`config.mk`:
```
export PLATFORM = sky130hd
export DESIGN_NAME = asynchronous_fifo
export DESIGN_NICKNAME = d
export VERILOG_FILES = /design/src/rtl/asynchronous_fifo.sv
export SDC_FILE = /design/constraint.sdc
export NUM_CORES = 1
export LEC_CHECK = 0
export ABC_AREA = 1
export ABC_CLOCK_PERIOD_IN_PS = 1700
export BUFFER_PORTS_ARGS = -buffer_cell sky130_fd_sc_hd__buf_2
export CAP_MARGIN = 10
export CELL_PAD_IN_SITES_DETAIL_PLACEMENT = 0
export CELL_PAD_IN_SITES_GLOBAL_PLACEMENT = 1
export CORE_MARGIN = 5
export CORE_UTILIZATION = 41
export CTS_CLUSTER_SIZE = 16
export DETAILED_ROUTE_END_ITERATION = 10
export PLACE_DENSITY = 0.84
export SYNTH_ARGS = -nofsm -noshare
export SYNTH_HDL_FRONTEND = slang
export SYNTH_SLANG_ARGS = --single-unit
```
`constraint.sdc`:
```
create_clock -name clock -period 1.7 [get_ports clock]
set_input_delay 0 -clock clock [delete_from_list [all_inputs] [get_ports clock]]
set_output_delay 0 -clock clock [all_outputs]
set_load 0.02 [all_outputs]
```
`src/rtl/asynchronous_fifo.sv`:
```
// +----------------------------------------------------------------------------+
// | Module      : asynchronous_fifo                                            |
// | Description : Single-clock show-ahead (first-word-fall-through) FIFO built |
// |               on a circular buffer with ADDR_WIDTH+1 bit pointers. The     |
// |               extra pointer MSB tells a full buffer from an empty one.     |
// |               Reset is asynchronous, active-high, and clears all state.    |
// | Ports       : clock    - single clock, rising edge                         |
// |               reset    - asynchronous active-high reset                    |
// |               w_en     - write request (dropped when full)                 |
// |               r_en     - pop request (ignored when empty)                  |
// |               data_in  - write data                                        |
// |               data_out - head-of-FIFO word, valid while empty=0            |
// |               full     - DEPTH entries stored                              |
// |               empty    - no entries stored                                 |
// | Option      : define ASYNC_FIFO_STATUS_EN to add the outputs               |
// |               level     - current occupancy (wptr - rptr)                  |
// |               overflow  - sticky, write attempted while full               |
// |               underflow - sticky, read attempted while empty               |
// | Revision    : 1.0 - initial release                                        |
// +----------------------------------------------------------------------------+
`default_nettype none

module asynchronous_fifo #(
  parameter int DATA_WIDTH = 8,
  parameter int DEPTH      = 8
) (
  input  logic                  clock,
  input  logic                  reset,
  input  logic                  w_en,
  input  logic                  r_en,
  input  logic [DATA_WIDTH-1:0] data_in,
  output logic [DATA_WIDTH-1:0] data_out,
  output logic                  full,
  output logic                  empty
`ifdef ASYNC_FIFO_STATUS_EN
  ,
  output logic [$clog2(DEPTH):0] level,
  output logic                   overflow,
  output logic                   underflow
`endif
);

  localparam int ADDR_WIDTH = $clog2(DEPTH);
  localparam logic [ADDR_WIDTH:0] PTR_ONE = (ADDR_WIDTH + 1)'(1);

  logic [ADDR_WIDTH:0]   wptr;
  logic [ADDR_WIDTH:0]   rptr;
  logic [DATA_WIDTH-1:0] mem [DEPTH];

  logic write_ok;
  logic read_ok;

  // Flags come straight from the registered pointers, so both reflect the
  // pre-edge state when deciding whether a request is accepted.
  assign empty    = (wptr == rptr);
  assign full     = (wptr[ADDR_WIDTH] != rptr[ADDR_WIDTH]) &&
                    (wptr[ADDR_WIDTH-1:0] == rptr[ADDR_WIDTH-1:0]);
  assign write_ok = w_en && !full;
  assign read_ok  = r_en && !empty;

  // Show-ahead: the head word is presented without a read register.
  assign data_out = mem[rptr[ADDR_WIDTH-1:0]];

  always_ff @(posedge clock or posedge reset) begin
    if (reset) begin
      wptr <= '0;
      rptr <= '0;
      // Storage is cleared so data_out never shows X, even while empty.
      for (int i = 0; i < DEPTH; i++) begin
        mem[i] <= '0;
      end
    end else begin
      if (write_ok) begin
        mem[wptr[ADDR_WIDTH-1:0]] <= data_in;
        wptr                      <= wptr + PTR_ONE;
      end
      if (read_ok) begin
        rptr <= rptr + PTR_ONE;
      end
    end
  end

`ifdef ASYNC_FIFO_STATUS_EN
  // Modular subtraction yields occupancy 0..DEPTH across pointer laps.
  assign level = wptr - rptr;

  always_ff @(posedge clock or posedge reset) begin
    if (reset) begin
      overflow  <= 1'b0;
      underflow <= 1'b0;
    end else begin
      if (w_en && full) begin
        overflow <= 1'b1;
      end
      if (r_en && empty) begin
        underflow <= 1'b1;
      end
    end
  end
`endif

endmodule

`default_nettype wire

```
==> metrics.yaml <==
status: "finished, violations left"
violations: "negative setup slack"
required_ns: 1.70
critPathKind: "register to primary output"
cts_root_buf: "clkbuf_8"
power_density_nw_per_um2: 2020
critPathBufInv: 3
startpoint_type: "register"
max-slew-margin-rel_pct: 64.3
cts_buffer_depth: 2
cp_data_arrival_time_ns: 1.77
hold_viol: 0
dpl.hpwl_um: 7410
viasPerCell: 5.45
grt-ovfl-total: 0
io_pins: 22
worstHoldPathCells: 3
nets: 538
place_inst: 631
synthCells: 494
slowest_delay_ns: 0.49
r2r_start: "rptr[0]$_DFFE_PP0P_"
syn_area_sq_um: 3900
wl_per_cell_um: 16.9
fin_util_pct: 50.0
total_power_uw: 9350
hp-class: "input port to register"
first_global_vias: 3348
reg2reg_slack_ns: 0.10
stdcell_count: 658
synth_seq_cells: 72
grt_max_degree: 73
fillCellCount: 886
ir_drop_mv: 0.692
end_kind: "primary output"
gp_congestion: 0.879
syn_nets: 508
initialDrtViolationCount: 338
path_max_fanout: 17
max_freq_mhz: 565
globalRouteTotalUtil_pct: 19.9
ys_types: 27
fin_worst_skew_ns: 0.00558
startpoint: "rptr[0]$_DFFE_PP0P_"
seq_area_frac_synth_pct: 46.2
dp_slack_ns: 0.0516
diodes: 0
numCtsBuffers: 9
layout.cells.most_common: "nand2_1"
start_util_pct: 42.2
dieArea_sq_um: 11600
io_buffers: 21
fin_crit_ns: 1.77
clk_latency_ns: 0.35
min_to: "mem[35]$_DFFE_PP0P_"
timing.rr.end: "wptr[2]$_DFFE_PP0P_"
antenna_found_initial: 0
areaGrowthSynthToFinish_pct: 18.6
drive_above_1_share_pct: 19.8
final_cell_mix: "nand2_1 (174), dfrtp_1 (70), nand4_1 (66)"
ys_warn_count: 0
crit_chain: "inv_4 > buf_8 > o21ai_1 > o21ai_1 > nand2_1 > nand2_1 > buf_2"
synth.avg_cell_area_sq_um: 7.89
clk_pin_slew_ns: 0.08
r2r_cells: 9
die_w_um: 107
rows: 35
worstHoldStart: "data_in[3]"
slew_viol_final: 0
cts_tree: "built"
drc: 0
core_sq_um: 9240
fin_crit_sh_pct: 104
cpMaxStageDelayCell: "dfrtp_2"
leakage_uw: 0.00230
clock_sinks: 72
drt_pass1_iterations: 5
rsz0062_at_grt: "true"
cp_top_family: "flip-flops"
final-setup-viol-count: 7
fin_ws_ns: -0.0710
h-tree-depth: 3
tightest_slew_ns: 0.535
die_y_um: 107
vias: 3587
grt_pass1_wl_um: 17700
drtAntennaViolNets: 0
cap_violations: 0
routed_wl_um: 11200
[worst max path at each step]
stage	endpoint	slack, ns	cells after the start
global route	data_out[3]	-0.12	7
floorplan	mem[7]$_DFFE_PP0P_	0.30	9
CTS	data_out[1]	-0.05	9
detailed placement	mem[18]$_DFFE_PP0P_	0.05	8
global placement	data_out[3]	0.09	7
finish	data_out[4]	-0.07	7
[flip-flops by register name (all words and copies together), names as in the netlist]
| signal | cells |
|---|---|
| mem | 64 |
| wptr | 4 |
| rptr | 4 |
[cell usage after synthesis, drive strengths merged]
cell,n,share of area [%]
ha,2,0.64
nor3,7,2.6
nand4,67,11
nand2,178,17
inv,11,1.3
nand3,16,2.8
xor2,2,0.45
xnor2,2,0.64
clkinv,1,0.096
o21ai,49,6.3
buf,18,3.8
clkbuf,21,2.1
nor2,48,4.6
dfrtp,72,46
[cell type report]
type / count / area (sq um) / share of cell area [%]
multi-input cells: 371 / 1880 / 40.7
flip-flops and latches: 72 / 1800 / 39.0
repair buffers: 58 / 537 / 11.6
well taps: 129 / 161 / 3.49
clock buffers: 12 / 135 / 2.92
inverters: 12 / 58.8 / 1.27
clock inverters: 4 / 45.0 / 0.975
[worst register-to-register path: cells and delay by family, from the launching register on]
| kind | cells | cell delay (ns) |
|---|---|---|
| and+or+nand+nor | 5 | 0.49 |
| buffers and inverters | 3 | 0.47 |
| DFF | 1 | 0.49 |
| AOI/OAI and AO/OA | 1 | 0.07 |
[cells by family after synthesis]
| group | count (synthesis) | share of synthesized area, % |
|---|---|---|
| DFF | 72 | 46.2 |
| AOI/OAI and AO/OA | 49 | 6.29 |
| xor gates and xnor gates | 4 | 1.09 |
| adders and majority gates | 2 | 0.642 |
| and+or+nand+nor | 316 | 38.5 |
| buffers and inverters | 51 | 7.19 |
[report_power, final]
group	switching, uW	leakage (uW)	total (uW)	internal, uW
combinational	3050	0.00130	4970	1920
clock	638	0.0000941	1310	673
sequential	556	0.000905	3060	2510
[what timing repair did]
item	CTS	global route
setup endpoints to repair	9	51
hold buffers	2	0
hold endpoints to repair	76	0
pin swaps	0	5
setup buffers	5	2
resized for setup	26	38
cloned	0	2
[through the flow]
stage / setup TNS, ns / instance area (sq um) / hold slack [ns]
global placement: 0 / 4170 / 0.133
floorplan: 0 / 3900 / 0.145
global route: -0.984 / 4620 / 0.00717
CTS: -0.226 / 4460 / 0.00935
finish: -0.287 / 4620 / 0.0184
detailed placement: 0 / 4170 / 0.137
[per-layer routing]
layer	wire (um)	up-vias	share of wire, %	track usage (%)
met5	0	-	0	0
met1	5040	1727	45	27.7
met2	5230	118	47	31.4
met3	645	19	5.8	3.66
li1	-	1723	-	-
met4	235	0	2.1	6.40
Power figures use the tool's default switching activity.
